File: src/rtl/rsa_pkg.sv
// Shared types and defaults for the RSA datapath arithmetic blocks.
// Holds the serial subtractor state encoding and a counter-width helper.
package rsa_pkg;

  localparam int DEF_WIDTH = 8;
  localparam int DEF_DIGIT = 4;

  typedef enum logic [1:0] {
    IDLE = 2'd0,
    RUN  = 2'd1,
    DONE = 2'd2
  } sub_state_t;

  // At least one bit, even when a single digit covers the whole operand.
  function automatic int cnt_width(input int ndig);
    return (ndig > 1) ? $clog2(ndig) : 1;
  endfunction

endpackage

File: src/rtl/serial_subtractor_if.sv
// Request/response bundle between the controlling FSM and serial_subtractor.
// Handshake: start is sampled only while the unit is not busy (IDLE or DONE);
// a and b are captured on that accepting edge. done is a one-cycle pulse that
// qualifies diff/borrow/result, which then hold until the next accept or reset.
interface serial_subtractor_if #(
  parameter int WIDTH = 8
);

  logic             start;
  logic [WIDTH-1:0] a;
  logic [WIDTH-1:0] b;
  logic             busy;
  logic             done;
  logic [WIDTH-1:0] diff;
  logic             borrow;
  logic [WIDTH-1:0] result;

  modport master (
    output start, a, b,
    input  busy, done, diff, borrow, result
  );

  modport slave (
    input  start, a, b,
    output busy, done, diff, borrow, result
  );

endinterface

File: src/rtl/digit_subtractor.sv
// Combinational DIGIT-bit borrow-ripple chain of full-subtractor cells.
// Computes d = x - y - bin and the borrow out of the top bit.
module digit_subtractor #(
  parameter int DIGIT = 4
) (
  input  logic [DIGIT-1:0] x,
  input  logic [DIGIT-1:0] y,
  input  logic             bin,
  output logic [DIGIT-1:0] d,
  output logic             bout
);

  always_comb begin
    logic bc;
    bc = bin;
    d  = '0;
    for (int i = 0; i < DIGIT; i++) begin
      d[i] = x[i] ^ y[i] ^ bc;
      // Borrow when x is 0 and y is 1, or when x == y and a borrow is pending.
      bc   = (~x[i] & y[i]) | (~(x[i] ^ y[i]) & bc);
    end
    bout = bc;
  end

endmodule

File: src/rtl/serial_subtractor.sv
// Digit-serial a - b with borrow chain, LSB digit first, plus the
// conditional reduction result (a >= b) ? a - b : a for modular correction.
module serial_subtractor
  import rsa_pkg::*;
#(
  parameter int WIDTH = DEF_WIDTH,
  parameter int DIGIT = DEF_DIGIT
) (
  input  logic                clk,
  input  logic                rst,
  serial_subtractor_if.slave  bus,
  output sub_state_t          state_o
);

  if (DIGIT < 1 || (WIDTH % DIGIT) != 0) begin : g_bad_cfg
    $error("serial_subtractor: WIDTH must be a multiple of DIGIT and DIGIT >= 1");
  end

  localparam int NDIG  = WIDTH / DIGIT;
  localparam int CNT_W = cnt_width(NDIG);
  localparam logic [CNT_W-1:0] LAST_CNT = CNT_W'(NDIG - 1);

  sub_state_t       state_q, state_d;
  logic [CNT_W-1:0] cnt_q, cnt_d;
  logic [WIDTH-1:0] a_q, a_d;
  logic [WIDTH-1:0] b_q, b_d;
  logic             bchain_q, bchain_d;
  logic [WIDTH-1:0] diff_q, diff_d;
  logic             borrow_q, borrow_d;
  logic [WIDTH-1:0] result_q, result_d;
  logic             busy_q, busy_d;
  logic             done_q, done_d;

  logic [DIGIT-1:0] x_slice;
  logic [DIGIT-1:0] y_slice;
  logic [DIGIT-1:0] dig_d;
  logic             dig_bout;

  assign x_slice = a_q[cnt_q*DIGIT +: DIGIT];
  assign y_slice = b_q[cnt_q*DIGIT +: DIGIT];

  digit_subtractor #(
    .DIGIT (DIGIT)
  ) u_digit (
    .x    (x_slice),
    .y    (y_slice),
    .bin  (bchain_q),
    .d    (dig_d),
    .bout (dig_bout)
  );

  always_comb begin
    state_d  = state_q;
    cnt_d    = cnt_q;
    a_d      = a_q;
    b_d      = b_q;
    bchain_d = bchain_q;
    diff_d   = diff_q;
    borrow_d = borrow_q;
    result_d = result_q;

    case (state_q)
      IDLE, DONE: begin
        if (bus.start) begin
          a_d      = bus.a;
          b_d      = bus.b;
          cnt_d    = '0;
          bchain_d = 1'b0;
          state_d  = RUN;
        end else begin
          state_d  = IDLE;
        end
      end
      RUN: begin
        diff_d[cnt_q*DIGIT +: DIGIT] = dig_d;
        bchain_d = dig_bout;
        cnt_d    = cnt_q + CNT_W'(1);
        if (cnt_q == LAST_CNT) begin
          // Final digit: its borrow-out is the borrow of the whole subtraction.
          cnt_d    = '0;
          borrow_d = dig_bout;
          result_d = dig_bout ? a_q : diff_d;
          state_d  = DONE;
        end
      end
      default: state_d = IDLE;
    endcase

    busy_d = (state_d == RUN);
    done_d = (state_d == DONE);
  end

  always_ff @(posedge clk) begin
    if (rst) begin
      state_q  <= IDLE;
      cnt_q    <= '0;
      a_q      <= '0;
      b_q      <= '0;
      bchain_q <= 1'b0;
      diff_q   <= '0;
      borrow_q <= 1'b0;
      result_q <= '0;
      busy_q   <= 1'b0;
      done_q   <= 1'b0;
    end else begin
      state_q  <= state_d;
      cnt_q    <= cnt_d;
      a_q      <= a_d;
      b_q      <= b_d;
      bchain_q <= bchain_d;
      diff_q   <= diff_d;
      borrow_q <= borrow_d;
      result_q <= result_d;
      busy_q   <= busy_d;
      done_q   <= done_d;
    end
  end

  assign bus.busy   = busy_q;
  assign bus.done   = done_q;
  assign bus.diff   = diff_q;
  assign bus.borrow = borrow_q;
  assign bus.result = result_q;
  assign state_o    = state_q;

endmodule

File: src/flat_wrapper.sv
// flat-port wrapper written by rule: the top's interface ports become plain ports
module serial_subtractor_flat import rsa_pkg::*;
#(
  parameter int WIDTH = DEF_WIDTH,
  parameter int DIGIT = DEF_DIGIT
)
  (clk, rst, state_o, bus_start, bus_a, bus_b, bus_busy, bus_done, bus_diff, bus_borrow, bus_result);
  serial_subtractor_if #(.WIDTH(WIDTH)) bus_i ();
  input  logic clk;
  input  logic rst;
  output sub_state_t state_o;
  input wire logic [$bits(bus_i.start)-1:0] bus_start;
  input wire logic [$bits(bus_i.a)-1:0] bus_a;
  input wire logic [$bits(bus_i.b)-1:0] bus_b;
  output wire logic [$bits(bus_i.busy)-1:0] bus_busy;
  output wire logic [$bits(bus_i.done)-1:0] bus_done;
  output wire logic [$bits(bus_i.diff)-1:0] bus_diff;
  output wire logic [$bits(bus_i.borrow)-1:0] bus_borrow;
  output wire logic [$bits(bus_i.result)-1:0] bus_result;
  assign bus_i.start = bus_start;
  assign bus_i.a = bus_a;
  assign bus_i.b = bus_b;
  assign bus_busy = bus_i.busy;
  assign bus_done = bus_i.done;
  assign bus_diff = bus_i.diff;
  assign bus_borrow = bus_i.borrow;
  assign bus_result = bus_i.result;
  serial_subtractor #(.WIDTH(WIDTH), .DIGIT(DIGIT)) u_core (.clk(clk), .rst(rst), .bus(bus_i), .state_o(state_o));
endmodule
File: config.mk
export PLATFORM = sky130hd
export DESIGN_NAME = serial_subtractor_flat
export DESIGN_NICKNAME = d
export VERILOG_FILES = /design/src/rtl/rsa_pkg.sv /design/src/rtl/serial_subtractor_if.sv /design/src/rtl/digit_subtractor.sv /design/src/rtl/serial_subtractor.sv /design/src/flat_wrapper.sv
export SDC_FILE = /design/constraint.sdc
export NUM_CORES = 1
export LEC_CHECK = 0
export ABC_AREA = 1
export CAP_MARGIN = 20
export CORE_MARGIN = 8
export CORE_UTILIZATION = 25
export CTS_CLUSTER_DIAMETER = 60
export CTS_CLUSTER_SIZE = 40
export DETAILED_ROUTE_END_ITERATION = 12
export SYNTH_ARGS = -nofsm -noshare
export SYNTH_HDL_FRONTEND = slang
export SYNTH_SLANG_ARGS = --single-unit
File: constraint.sdc
create_clock -name clk -period 2.67 [get_ports clk]
set_input_delay 0.6675 -clock clk [delete_from_list [all_inputs] [get_ports clk]]
set_output_delay 0.6675 -clock clk [all_outputs]
set_load 0.01 [all_outputs]
==> impl_metrics.prom, run 1 <==
# TYPE chip_impl_metric gauge
chip_impl_info{name="outcome",value="finished clean"} 1
chip_impl_metric{name="total_vias_in_the_final_route",unit=""} 1629
chip_impl_metric{name="transition_time_of_the_tightest_slew_check_pin",unit="ns"} 0.431
chip_impl_metric{name="floorplan.die.width",unit="um"} 100
chip_impl_metric{name="setup_viol_count_final",unit=""} 0
chip_impl_metric{name="number_of_clock_buffers_inserted_by_tritoncts",unit=""} 5
chip_impl_metric{name="cts.clk_slew.worst_paths",unit="ns"} 0.07
chip_impl_metric{name="grt.total_usage",unit="%"} 9.56
chip_impl_metric{name="drive_gt1_share",unit="%"} 13.3
chip_impl_metric{name="die_height",unit="um"} 100
chip_impl_metric{name="power_switching_share",unit="%"} 29.9
chip_impl_metric{name="share_clk_of_total_power",unit="%"} 29.8
chip_impl_info{name="crit-reg2reg-capture",value="u_core.bus.result[7]"} 1
chip_impl_metric{name="worst-r2r-setup-slack",unit="ns"} 0.12
chip_impl_metric{name="clock_path_buffers",unit=""} 2
chip_impl_metric{name="crit_required",unit="ns"} 2.86
chip_impl_info{name="tritoncts_clock_tree",value="built"} 1
chip_impl_metric{name="core_region_area",unit="um2"} 6830
chip_impl_metric{name="synth-seq-cells",unit=""} 39
chip_impl_info{name="critical_path.reg2reg.startpoint",value="u_core.cnt_q"} 1
chip_impl_metric{name="wl_per_cell",unit="um"} 11.7
chip_impl_metric{name="fp.dieArea",unit="um2"} 10000
chip_impl_metric{name="final_max_slew_viol_count",unit=""} 0
chip_impl_metric{name="drt-total-wl",unit="mm"} 4.47
chip_impl_metric{name="synth_compound_gate_area_share",unit="%"} 11.3
chip_impl_metric{name="crit_path_max_fanout",unit=""} 6
chip_impl_metric{name="final_core_utilization",unit="%"} 35.1
chip_impl_info{name="final_cell_mix",value="sky130_fd_sc_hd__nand2_1, sky130_fd_sc_hd__nor2_1, sky130_fd_sc_hd__clkdlybuf4s50_1"} 1
chip_impl_metric{name="power.density",unit="nW/um2"} 609
chip_impl_info{name="crit_top_cell",value="sky130_fd_sc_hd__fa_2"} 1
chip_impl_metric{name="antenna_found_initial",unit=""} 0
chip_impl_metric{name="io-pin-count",unit=""} 40
chip_impl_metric{name="synthesis.nets",unit=""} 263
chip_impl_metric{name="route.detailed.vias_per_inst",unit=""} 4.28
chip_impl_metric{name="yosys.area_share.xor_xnor",unit="%"} 0
chip_impl_metric{name="globalRouteOverflowTotal",unit=""} 0
chip_impl_metric{name="nFillCells",unit=""} 742
chip_impl_metric{name="num_rows",unit=""} 30
chip_impl_info{name="root_buffer",value="sky130_fd_sc_hd__clkbuf_8"} 1
chip_impl_metric{name="syn_avg_cell_area",unit="um2"} 7.35
chip_impl_metric{name="pin_count_of_the_biggest_net_entering_global_routing",unit=""} 24
chip_impl_metric{name="dr.pass1.iters",unit=""} 4
chip_impl_metric{name="multi_input_comb_area",unit="um2"} 842
chip_impl_metric{name="leakage_dissipation",unit="nW"} 0.975
chip_impl_metric{name="port_buffers",unit=""} 39
chip_impl_metric{name="cell_area_after_technology_mapping",unit="um2"} 1760
chip_impl_metric{name="setup_ws",unit="ns"} 0.116
chip_impl_info{name="combinational_family_with_the_most_area_after_synthesis",value="simple AND/OR/NAND/NOR gates"} 1
chip_impl_info{name="synth_area_leaders",value="sky130_fd_sc_hd__dfxtp_1, sky130_fd_sc_hd__nand2_1, sky130_fd_sc_hd__nor2_1, sky130_fd_sc_hd__o21ai_0, sky130_fd_sc_hd__a21oi_1"} 1
chip_impl_info{name="leading_cell_type_in_the_layout_fill_and_taps_excluded",value="sky130_fd_sc_hd__nand2_1"} 1
chip_impl_metric{name="worstPathBufferInverterCount",unit=""} 3
chip_impl_metric{name="synth_top_area_share",unit="%"} 44.3
chip_impl_metric{name="timing.max_slew.rel_slack",unit="%"} 71.2
chip_impl_metric{name="yosysWarningCount",unit=""} 0
chip_impl_metric{name="worst_clock_skew",unit="ns"} 0.00464
chip_impl_metric{name="power.share.sequential",unit="%"} 44.7
chip_impl_metric{name="number_of_global_route_vias_before_repair",unit=""} 1638
chip_impl_metric{name="synthAdderAreaFrac",unit="%"} 4.54
chip_impl_metric{name="detailedPlacementHpwl",unit="mm"} 3.40
chip_impl_metric{name="detail_route.drc_violations",unit=""} 0
chip_impl_metric{name="synthesized_netlist_cell_count",unit=""} 240
chip_impl_info{name="hp-class",value="reg2reg"} 1
chip_impl_metric{name="combPwrFrac",unit="%"} 25.5
chip_impl_info{name="hold_path.startpoint",value="u_core.b_q[2]"} 1
chip_impl_info{name="criticalPathCategory",value="reg2reg"} 1
chip_impl_metric{name="timing.setup.tns",unit="ns"} 0
chip_impl_metric{name="drtIter0Drc",unit=""} 85
chip_impl_metric{name="num_antenna_cells",unit=""} 0
chip_impl_metric{name="cts_max_level",unit=""} 2
chip_impl_metric{name="min_period",unit="ns"} 2.55
chip_impl_metric{name="total_switching_power",unit="uW"} 437
chip_impl_metric{name="worst-endpoint-arrival",unit="ns"} 2.74
chip_impl_info{name="critical-path-top-delay-family",value="adder cells"} 1
chip_impl_info{name="setup.worst_path.end_class",value="flip-flop"} 1
chip_impl_metric{name="final.period_utilization",unit="%"} 95.7
chip_impl_metric{name="worstHoldPathCells",unit=""} 2
chip_impl_metric{name="synth_seq_area_share",unit="%"} 44.3
chip_impl_metric{name="start_util",unit="%"} 25.8
chip_impl_metric{name="clock_net_sink_count",unit=""} 39
chip_impl_metric{name="synth_cell_type_count",unit=""} 20
chip_impl_metric{name="timing.final.hold_violations",unit=""} 0
chip_impl_info{name="min_to",value="u_core.b_q[2]"} 1
chip_impl_metric{name="areaGrowthSynthToFinish",unit="%"} 36.1
chip_impl_metric{name="p_int",unit="mW"} 1.03
chip_impl_metric{name="antenna_violating_nets_post_route",unit=""} 0
chip_impl_metric{name="grt_first_pass_wirelength",unit="mm"} 7.67
chip_impl_info{name="worstSetupStartpointType",value="flip-flop"} 1
chip_impl_metric{name="cap_violations",unit=""} 0
chip_impl_metric{name="nets",unit=""} 307
chip_impl_metric{name="dp_worst_setup_slack",unit="ns"} 0.00979
chip_impl_metric{name="synth-simple-area-share",unit="%"} 28.3
chip_impl_metric{name="max_clock_freq",unit="MHz"} 392
chip_impl_metric{name="max_vdd_drop",unit="mV"} 0.185
chip_impl_metric{name="gp_congestion",unit=""} 0.821
chip_impl_info{name="critical_path.slowest_cell",value="sky130_fd_sc_hd__fa_2"} 1
chip_impl_metric{name="slowest_delay",unit="ns"} 0.44
chip_impl_metric{name="regArea",unit="um2"} 785
chip_impl_info{name="critical_path_cell_by_cell",value="mux2i_4, fa_2, inv_1, fa_2, fa_2, inv_2, fa_2, inv_2, nand2_1, nand2_1, nand3_1, nand2_1, nor2_1"} 1
chip_impl_metric{name="muxShareOfSynthArea",unit="%"} 2.27
chip_impl_metric{name="clock_latency_of_the_later_clocked_register_in_the_worst_skew_pair",unit="ns"} 0.29
chip_impl_metric{name="ff2ff_path_depth",unit=""} 13
chip_impl_info{name="rsz0062_at_grt",value="no"} 1
chip_impl_info{name="synth.largest_area_cell",value="sky130_fd_sc_hd__dfxtp_1"} 1
==> worst reg2reg max path, stage by stage, from the launching register on <==
cell and delay (ns):
sky130_fd_sc_hd__dfxtp_4 0.40, sky130_fd_sc_hd__mux2i_4 0.25, sky130_fd_sc_hd__fa_2 0.20, sky130_fd_sc_hd__inv_1 0.05, sky130_fd_sc_hd__fa_2 0.33, sky130_fd_sc_hd__fa_2 0.35
sky130_fd_sc_hd__inv_2 0.07, sky130_fd_sc_hd__fa_2 0.44, sky130_fd_sc_hd__inv_2 0.07, sky130_fd_sc_hd__nand2_1 0.05, sky130_fd_sc_hd__nand2_1 0.06, sky130_fd_sc_hd__nand3_1 0.06
sky130_fd_sc_hd__nand2_1 0.07, sky130_fd_sc_hd__nor2_1 0.04
==> power groups by stage <==
stage / registers (mW) / clock network [mW] / logic (mW)
floorplan: 0.664 / 0 / 0.234
global placement: 0.668 / 0 / 0.347
detailed placement: 0.668 / 0 / 0.352
CTS: 0.654 / 0.444 / 0.357
global route: 0.660 / 0.473 / 0.426
finish: 0.654 / 0.436 / 0.373
==> synth_stat cells, drive strengths merged <==
master and instances:
a21oi 18, buf 11, clkbuf 1, dfxtp 39, fa 4, inv 19
mux2i 4, nand2 63, nand3 13, nor2 46, o21ai 22
==> worst max-delay path by stage <==
| stage | startpoint | endpoint | slack (ns) | depth (start not counted) |
|---|---|---|---|---|
| 2_1_floorplan | u_core.cnt_q | u_core.bus.result[7] | 0.01 | 15 |
| 3_3_place_gp | u_core.cnt_q | u_core.bus.result[7] | 0.08 | 13 |
| 3_5_place_dp | u_core.cnt_q | u_core.bus.result[7] | 0.01 | 13 |
| 4_1_cts | u_core.cnt_q | u_core.bus.result[7] | 0.05 | 13 |
| 5_1_grt | u_core.cnt_q | u_core.bus.result[7] | 0.001 | 16 |
| 6_report | u_core.cnt_q | u_core.bus.result[7] | 0.12 | 13 |
==> state kept, by name (all words and copies together), names as in the netlist <==
register and flops:
u_core.bus.busy 1, u_core.bus.diff 8, u_core.bus.done 1, u_core.state_o 2, u_core.b_q 8, u_core.cnt_q 1, u_core.bus.result 8, u_core.a_q 8
u_core.bus.borrow 1, u_core.bchain_q 1
==> timing repair <==
| action | CTS | global route |
|---|---|---|
| endpoints found under the setup margin | 2 | 6 |
| gates resized for setup | 1 | 4 |
| buffers inserted | 0 | 3 |
| hold buffers | 0 | 0 |
==> per-stage QoR <==
stage | area, um2 | cells | hold slack [ns] | total power [mW]
final | 2400 | 381 | 0.453 | 1.46
after global routing | 2400 | 381 | 0.471 | 1.56
after CTS | 2350 | 378 | 0.462 | 1.46
after detailed placement | 2250 | 370 | 0.451 | 1.02
after global placement | 2250 | 370 | 0.440 | 1.01
after floorplan | 1780 | 240 | 0.424 | 0.898
==> cell families after synthesis <==
group                      after synthesis
buffers and inverters                   31
AOI/OAI and AO/OA                       40
muxes                                    4
adders and majority gates                4
DFF                                     39
and+or+nand+nor                        122
==> cell type report <==
cell class              instances  share of cell area (%)
repair buffers                 49                    19.9
inverters                      19                    3.18
flip-flops and latches         39                    32.7
clock buffers                   8                    4.17
well taps                      96                    5.00
multi-input cells             170                    35.1
==> per-layer routing <==
layer / up-vias / GRT usage [%] / share of wire [%] / routed length (um)
met1: 732 / 11.3 / 44 / 1970
met3: 10 / 3.60 / 8.1 / 362
met5: - / 0 / 0 / 0
met2: 46 / 15.2 / 46 / 2030
met4: 0 / 3.95 / 2.2 / 99
li1: 841 / - / - / -
Note: power is estimated with default switching activity, not from simulation.
==> run 2: changes to the inputs <==
Clock period 2.67 ns to 2.6 ns, I/O delays scaled along.
==> run 2 against run 1 <==
Worst hold slack got worse by 0.0050 ns. First-iteration DRC count decreased by 42%. Critical endpoint unchanged. Utilization decreased by 0.44 points. Largest cell class unchanged. Sequential power increased by 3%. Clock skew decreased by 0.0020 ns. Total power increased by 1.6%. Global-route usage decreased by 0.18 points. Clock-buffer cell count unchanged. Fmax increased by 1.4%. Final area decreased by 1.3%. Via count decreased by 1.8%.
==> impl_metrics.prom, run 2 (same netlist as run 1, synthesis figures left out) <==
# TYPE chip_impl_metric gauge
chip_impl_metric{name="start_util",unit="%"} 25.8
chip_impl_info{name="leading_cell_type_in_the_layout_fill_and_taps_excluded",value="sky130_fd_sc_hd__nand2_1"} 1
chip_impl_metric{name="grt_first_pass_wirelength",unit="mm"} 7.56
chip_impl_metric{name="timing.max_slew.rel_slack",unit="%"} 70.2
chip_impl_metric{name="share_clk_of_total_power",unit="%"} 30.3
chip_impl_metric{name="power.density",unit="nW/um2"} 627
chip_impl_metric{name="power_switching_share",unit="%"} 29.6
chip_impl_info{name="critical_path.slowest_cell",value="sky130_fd_sc_hd__dfxtp_4"} 1
chip_impl_metric{name="areaGrowthSynthToFinish",unit="%"} 34.4
chip_impl_metric{name="ff2ff_path_depth",unit=""} 13
chip_impl_metric{name="post-place-cells",unit=""} 371
chip_impl_metric{name="dr.pass1.iters",unit=""} 5
chip_impl_metric{name="wl_per_cell",unit="um"} 11.7
chip_impl_metric{name="antenna_violating_nets_post_route",unit=""} 0
chip_impl_metric{name="io-pin-count",unit=""} 40
chip_impl_metric{name="transition_time_of_the_tightest_slew_check_pin",unit="ns"} 0.447
chip_impl_metric{name="detail_route.drc_violations",unit=""} 0
chip_impl_metric{name="num_rows",unit=""} 30
chip_impl_metric{name="nFillCells",unit=""} 748
chip_impl_metric{name="number_of_global_route_vias_before_repair",unit=""} 1620
chip_impl_metric{name="max_clock_freq",unit="MHz"} 397
chip_impl_metric{name="total_switching_power",unit="uW"} 441
chip_impl_info{name="rsz0062_at_grt",value="yes"} 1
chip_impl_metric{name="timing.final.hold_violations",unit=""} 0
chip_impl_metric{name="setup_viol_count_final",unit=""} 0
chip_impl_metric{name="worst_clock_skew",unit="ns"} 0.00260
chip_impl_metric{name="clock_latency_of_the_later_clocked_register_in_the_worst_skew_pair",unit="ns"} 0.29
chip_impl_metric{name="setup_ws",unit="ns"} 0.0806
chip_impl_metric{name="cap_violations",unit=""} 0
chip_impl_metric{name="route.detailed.vias_per_inst",unit=""} 4.22
chip_impl_info{name="criticalPathCategory",value="reg2reg"} 1
chip_impl_info{name="tritoncts_clock_tree",value="built"} 1
chip_impl_metric{name="power.total",unit="mW"} 1.49
chip_impl_metric{name="num_antenna_cells",unit=""} 0
chip_impl_info{name="critical_path_cell_by_cell",value="mux2i_4, fa_2, inv_2, fa_2, fa_2, inv_2, fa_1, inv_1, nand2_1, nand2_1, nand3_1, nand2_1, nor2_1"} 1
chip_impl_metric{name="globalRouteOverflowTotal",unit=""} 0
chip_impl_metric{name="design_area",unit="um2"} 2370
chip_impl_metric{name="die_height",unit="um"} 100
chip_impl_metric{name="fp.dieArea",unit="um2"} 10000
chip_impl_info{name="outcome",value="finished clean"} 1
chip_impl_metric{name="detailedPlacementHpwl",unit="mm"} 3.44
chip_impl_info{name="root_buffer",value="sky130_fd_sc_hd__clkbuf_8"} 1
chip_impl_metric{name="final_max_slew_viol_count",unit=""} 0
chip_impl_metric{name="floorplan.die.width",unit="um"} 100
chip_impl_info{name="hp-class",value="reg2reg"} 1
chip_impl_metric{name="grt.total_usage",unit="%"} 9.38
chip_impl_metric{name="power.share.sequential",unit="%"} 45.2
chip_impl_metric{name="gp_congestion",unit=""} 0.795
chip_impl_info{name="critical-path-top-delay-family",value="adder cells"} 1
chip_impl_metric{name="p_int",unit="mW"} 1.05
chip_impl_metric{name="placement.cell_area",unit="um2"} 2260
chip_impl_metric{name="pin_count_of_the_biggest_net_entering_global_routing",unit=""} 24
chip_impl_metric{name="hold_ws",unit="ns"} 0.448
chip_impl_metric{name="multi_input_comb_area",unit="um2"} 840
chip_impl_metric{name="postCtsSetupRepairBufs",unit=""} 0
chip_impl_info{name="setup.worst_path.end_class",value="flip-flop"} 1
chip_impl_metric{name="number_of_clock_buffers_inserted_by_tritoncts",unit=""} 5
chip_impl_metric{name="worstHoldPathCells",unit=""} 2
chip_impl_metric{name="total_vias_in_the_final_route",unit=""} 1599
chip_impl_metric{name="worstPathBufferInverterCount",unit=""} 3
chip_impl_metric{name="worst-endpoint-arrival",unit="ns"} 2.71
chip_impl_metric{name="dp_worst_setup_slack",unit="ns"} 0.0411
chip_impl_metric{name="final_core_utilization",unit="%"} 34.7
chip_impl_metric{name="finish.cell_count_without_fillers",unit=""} 379
chip_impl_metric{name="clock_net_sink_count",unit=""} 39
chip_impl_info{name="worstSetupStartpointType",value="flip-flop"} 1
chip_impl_metric{name="cts_max_level",unit=""} 2
chip_impl_metric{name="max_vdd_drop",unit="mV"} 0.252
chip_impl_metric{name="regArea",unit="um2"} 785
chip_impl_metric{name="crit_path_max_fanout",unit=""} 5
chip_impl_metric{name="timing.setup.tns",unit="ns"} 0
chip_impl_metric{name="min_period",unit="ns"} 2.52
chip_impl_metric{name="clock_path_buffers",unit=""} 2
chip_impl_metric{name="combPwrFrac",unit="%"} 24.5
chip_impl_metric{name="drive_gt1_share",unit="%"} 12.4
chip_impl_metric{name="final.period_utilization",unit="%"} 96.9
chip_impl_metric{name="antenna_found_initial",unit=""} 0
chip_impl_metric{name="crit_required",unit="ns"} 2.79
chip_impl_metric{name="drtIter0Drc",unit=""} 49
chip_impl_metric{name="core_region_area",unit="um2"} 6830
chip_impl_metric{name="slowest_delay",unit="ns"} 0.41
chip_impl_metric{name="critical_path_depth",unit=""} 13
chip_impl_metric{name="port_buffers",unit=""} 39
chip_impl_metric{name="cts.clk_slew.worst_paths",unit="ns"} 0.07
chip_impl_metric{name="leakage_dissipation",unit="nW"} 0.960
chip_impl_metric{name="drt-total-wl",unit="mm"} 4.43
chip_impl_metric{name="nets",unit=""} 305
chip_impl_info{name="final_cell_mix",value="sky130_fd_sc_hd__nand2_1, sky130_fd_sc_hd__nor2_1, sky130_fd_sc_hd__clkdlybuf4s50_1"} 1
run 2: timing repair:
action                                  in CTS  in global routing
hold endpoints to repair                     0                  0
endpoints found under the setup margin       0                  4
resized for setup                            0                  3
hold buffers                                 0                  0
run 2: metal layers:
layer  global-route usage (%)  wire (um)
met5                        0          0
met2                     15.1       2060
met1                     11.1       2050
met3                     3.25        239
met4                     3.84         78
run 2: tightest hold or removal path: stages, from the launching register on:
cell and delay (ns):
sky130_fd_sc_hd__dfxtp_1 0.30, sky130_fd_sc_hd__inv_1 0.05, sky130_fd_sc_hd__a21oi_1 0.05
run 2: power by group through the flow:
stage / clock network [mW] / registers [mW] / logic, mW
floorplan: 0 / 0.682 / 0.242
global placement: 0 / 0.684 / 0.363
detailed placement: 0 / 0.685 / 0.366
CTS: 0.465 / 0.671 / 0.367
global route: 0.484 / 0.677 / 0.416
finish: 0.450 / 0.672 / 0.365
run 2: worst paths after layout:
| check | from | to | slack (ns) |
|---|---|---|---|
| hold reg to reg | u_core.b_q[2] | u_core.b_q[2] | 0.45 |
| setup / recovery | u_core.cnt_q | u_core.bus.result[7] | 0.08 |
| hold / removal | u_core.b_q[2] | u_core.b_q[2] | 0.45 |
| setup reg to reg | u_core.cnt_q | u_core.bus.result[7] | 0.08 |
run 2: area by class of cell:
class	count	area share (%)
multi-input cells	170	35.4
well taps	96	5.07
repair buffers	47	19.0
flip-flops and latches	39	33.1
clock buffers	8	4.22
inverters	19	3.22
==> run 3: changes to the inputs <==
Settings changed: ABC_AREA 1 to 0, RECOVER_POWER from default to 100.
==> run 3 against run 2 <==
Synthesized cell count fell by 26%. Critical endpoint is now u_core.bus.result[3]. Final area fell by 7.7%. Clock-buffer cell count fell by 2. Combinational power fell by 21%. Die area fell by 8.3%. First-iteration DRC count fell by 22%. Highest routed layer unchanged. Sequential power fell by 2%. Via count fell by 19%. Register-to-register slack improved by 0.03 ns.
==> impl_metrics.prom, run 3 <==
# TYPE chip_impl_metric gauge
chip_impl_info{name="outcome",value="finished clean"} 1
chip_impl_info{name="worstSetupStartpointType",value="flip-flop"} 1
chip_impl_info{name="critical_path_cell_by_cell",value="mux2_2, fa_2, inv_2, fa_1, fa_2, inv_2, fa_2, buf_12, mux2i_1, a211oi_1"} 1
chip_impl_metric{name="die_height",unit="um"} 95.8
chip_impl_metric{name="worst_clock_skew",unit="ns"} 0.00600
chip_impl_metric{name="pin_count_of_the_biggest_net_entering_global_routing",unit=""} 23
chip_impl_metric{name="postSynth.asyncResetShare",unit="%"} 0
chip_impl_metric{name="floorplan.die.width",unit="um"} 95.8
chip_impl_metric{name="final.period_utilization",unit="%"} 95.9
chip_impl_metric{name="grt_first_pass_wirelength",unit="mm"} 6.22
chip_impl_metric{name="number_of_global_route_vias_before_repair",unit=""} 1338
chip_impl_metric{name="synth-simple-area-share",unit="%"} 17.3
chip_impl_metric{name="final_core_utilization",unit="%"} 35.1
chip_impl_metric{name="fp.dieArea",unit="um2"} 9170
chip_impl_info{name="synth_top_flop_cell",value="sky130_fd_sc_hd__dfxtp_1"} 1
chip_impl_info{name="netlist_top_cells_count",value="sky130_fd_sc_hd__nand2_1, sky130_fd_sc_hd__dfxtp_1, sky130_fd_sc_hd__a21oi_1"} 1
chip_impl_metric{name="cts.clk_slew.worst_paths",unit="ns"} 0.07
chip_impl_metric{name="power.total",unit="mW"} 1.31
chip_impl_metric{name="regArea",unit="um2"} 785
chip_impl_metric{name="num_rows",unit=""} 29
chip_impl_metric{name="synth_seq_area_share",unit="%"} 49.1
chip_impl_metric{name="multi_input_comb_area",unit="um2"} 761
chip_impl_metric{name="yosys.area_share.xor_xnor",unit="%"} 0
chip_impl_metric{name="gp_congestion",unit=""} 0.796
chip_impl_info{name="synth_area_leaders",value="sky130_fd_sc_hd__dfxtp_1, sky130_fd_sc_hd__nand2_1, sky130_fd_sc_hd__a21oi_1, sky130_fd_sc_hd__mux2i_1, sky130_fd_sc_hd__a211oi_1"} 1
chip_impl_metric{name="worstHoldPathCells",unit=""} 2
chip_impl_metric{name="synthesized_netlist_cell_count",unit=""} 177
chip_impl_metric{name="drt-total-wl",unit="mm"} 3.82
chip_impl_metric{name="leakage_dissipation",unit="nW"} 0.854
chip_impl_metric{name="min_period",unit="ns"} 2.49
chip_impl_info{name="critical_path.reg2reg.startpoint",value="u_core.cnt_q"} 1
chip_impl_metric{name="dr.pass1.iters",unit=""} 4
chip_impl_info{name="synth.largest_area_cell",value="sky130_fd_sc_hd__dfxtp_1"} 1
chip_impl_metric{name="max_clock_freq",unit="MHz"} 401
chip_impl_metric{name="total_vias_in_the_final_route",unit=""} 1291
chip_impl_metric{name="number_of_clock_buffers_inserted_by_tritoncts",unit=""} 5
chip_impl_info{name="criticalPathCategory",value="reg2reg"} 1
chip_impl_metric{name="synth_top_area_share",unit="%"} 49.1
chip_impl_metric{name="synth_cell_type_count",unit=""} 24
chip_impl_metric{name="antenna_found_initial",unit=""} 0
chip_impl_metric{name="worst-r2r-setup-slack",unit="ns"} 0.11
chip_impl_metric{name="cell_area_after_technology_mapping",unit="um2"} 1590
chip_impl_metric{name="drive_gt1_share",unit="%"} 12.3
chip_impl_info{name="crit-reg2reg-capture",value="u_core.bus.result[3]"} 1
chip_impl_metric{name="timing.setup.tns",unit="ns"} 0
chip_impl_metric{name="drtIter0Drc",unit=""} 38
chip_impl_metric{name="power.density",unit="nW/um2"} 600
chip_impl_info{name="hp-class",value="reg2reg"} 1
chip_impl_info{name="min_to",value="u_core.b_q[5]"} 1
chip_impl_metric{name="port_buffers",unit=""} 39
chip_impl_metric{name="synth-edff-count",unit=""} 0
chip_impl_info{name="synth.most_common_cell",value="sky130_fd_sc_hd__nand2_1"} 1
chip_impl_metric{name="nets",unit=""} 243
chip_impl_metric{name="worst-endpoint-arrival",unit="ns"} 2.69
chip_impl_metric{name="areaGrowthSynthToFinish",unit="%"} 37.7
chip_impl_info{name="tritoncts_clock_tree",value="built"} 1
chip_impl_metric{name="finish.cell_count_without_fillers",unit=""} 296
chip_impl_metric{name="route.detailed.vias_per_inst",unit=""} 4.36
chip_impl_metric{name="timing.max_slew.rel_slack",unit="%"} 50.2
chip_impl_metric{name="grt.total_usage",unit="%"} 8.79
chip_impl_metric{name="synthesis.nets",unit=""} 200
chip_impl_metric{name="setup_viol_count_final",unit=""} 0
chip_impl_metric{name="ff2ff_path_depth",unit=""} 10
chip_impl_metric{name="io-pin-count",unit=""} 40
chip_impl_info{name="hold_path.startpoint",value="u_core.b_q[5]"} 1
chip_impl_metric{name="worstPathBufferInverterCount",unit=""} 3
chip_impl_metric{name="clock_latency_of_the_later_clocked_register_in_the_worst_skew_pair",unit="ns"} 0.29
chip_impl_metric{name="detail_route.drc_violations",unit=""} 0
chip_impl_metric{name="nFillCells",unit=""} 653
chip_impl_metric{name="start_util",unit="%"} 25.5
chip_impl_metric{name="num_antenna_cells",unit=""} 0
chip_impl_info{name="critical-path-top-delay-family",value="adder cells"} 1
chip_impl_info{name="combinational_family_with_the_most_area_after_synthesis",value="simple AND/OR/NAND/NOR gates"} 1
chip_impl_metric{name="syn_avg_cell_area",unit="um2"} 8.98
chip_impl_metric{name="slowest_delay",unit="ns"} 0.41
chip_impl_metric{name="final_max_slew_viol_count",unit=""} 0
chip_impl_metric{name="transition_time_of_the_tightest_slew_check_pin",unit="ns"} 0.747
chip_impl_info{name="final_cell_mix",value="sky130_fd_sc_hd__nand2_1, sky130_fd_sc_hd__dfxtp_1, sky130_fd_sc_hd__a21oi_1"} 1
chip_impl_metric{name="timing.final.hold_violations",unit=""} 0
chip_impl_metric{name="crit_required",unit="ns"} 2.80
chip_impl_metric{name="yosysWarningCount",unit=""} 0
chip_impl_metric{name="antenna_violating_nets_post_route",unit=""} 0
chip_impl_info{name="setup.worst_path.end_class",value="flip-flop"} 1
chip_impl_info{name="crit_top_cell",value="sky130_fd_sc_hd__fa_2"} 1
chip_impl_metric{name="detailedPlacementHpwl",unit="mm"} 2.98
chip_impl_metric{name="core_region_area",unit="um2"} 6240
chip_impl_metric{name="post-place-cells",unit=""} 287
chip_impl_metric{name="cap_violations",unit=""} 0
chip_impl_metric{name="max_vdd_drop",unit="mV"} 0.214
chip_impl_metric{name="cts_max_level",unit=""} 2
chip_impl_metric{name="clock_net_sink_count",unit=""} 39
chip_impl_metric{name="globalRouteOverflowTotal",unit=""} 0
chip_impl_info{name="leading_cell_type_in_the_layout_fill_and_taps_excluded",value="sky130_fd_sc_hd__nand2_1"} 1
chip_impl_info{name="root_buffer",value="sky130_fd_sc_hd__clkbuf_8"} 1
chip_impl_metric{name="synthAdderAreaFrac",unit="%"} 5.04
chip_impl_metric{name="muxShareOfSynthArea",unit="%"} 9.13
chip_impl_metric{name="hold_ws",unit="ns"} 0.455
chip_impl_info{name="critical_path.slowest_cell",value="sky130_fd_sc_hd__fa_2"} 1
chip_impl_metric{name="synth_compound_gate_area_share",unit="%"} 15.1
chip_impl_metric{name="clock_path_buffers",unit=""} 2
chip_impl_metric{name="synth-seq-cells",unit=""} 39
chip_impl_metric{name="crit_path_max_fanout",unit=""} 6
chip_impl_metric{name="wl_per_cell",unit="um"} 12.9
==> run 3: area by class of cell <==
| cell class | instances | area share [%] |
|---|---|---|
| Tap cell | 77 | 4.40 |
| Sequential cell | 39 | 35.8 |
| Clock buffer | 6 | 3.31 |
| Inverter | 3 | 0.514 |
| Timing Repair Buffer | 48 | 21.2 |
| Multi-Input combinational cell | 123 | 34.7 |
==> run 3: routing by layer <==
layer	global-route usage (%)	share of wire (%)	vias up
met5	0	0	-
met4	3.84	1.6	0
met3	2.96	6.0	7
met2	13.7	43	29
met1	10.8	49	576
li1	-	-	679
==> run 3: repair_timing <==
item | in CTS | in global routing
hold buffers | 0 | 0
setup buffers | 0 | 3
resized for setup | 0 | 8
setup endpoints to repair | 0 | 7
==> run 3: worst max path at each step <==
stage | from | endpoint | slack (ns) | cells past startpoint
floorplan | u_core.cnt_q | u_core.bus.result[1] | 0.01 | 11
global placement | u_core.cnt_q | u_core.bus.result[3] | 0.11 | 9
detailed placement | u_core.cnt_q | u_core.bus.result[0] | 0.06 | 9
CTS | u_core.cnt_q | u_core.bus.result[0] | 0.05 | 9
global route | u_core.cnt_q | u_core.bus.result[1] | -0.01 | 10
finish | u_core.cnt_q | u_core.bus.result[3] | 0.11 | 10
==> run 3: tightest hold or removal path, cell delays in order (launching register included) <==
cell	delay, ns
sky130_fd_sc_hd__dfxtp_1	0.31
sky130_fd_sc_hd__nand2_1	0.05
sky130_fd_sc_hd__a21oi_1	0.05
==> run 3: where the power goes <==
group          internal [mW]  leakage (nW)  switching [mW]
logic                  0.148         0.498           0.139
registers              0.632         0.319          0.0254
clock network          0.179        0.0371           0.191
==> run 3: logic make-up after synthesis <==
group | count (synthesis)
muxes | 14
DFF | 39
AOI/OAI and AO/OA | 41
adders and majority gates | 4
and+or+nand+nor | 64
buffers and inverters | 15
==> run 3: per-stage QoR <==
stage          instance area, um2  setup WS, ns
2_1_floorplan                1600        0.0117
3_3_place_gp                 2070         0.109
3_5_place_dp                 2070        0.0604
4_1_cts                      2140        0.0528
5_1_grt                      2190      -0.00962
6_report                     2190         0.106
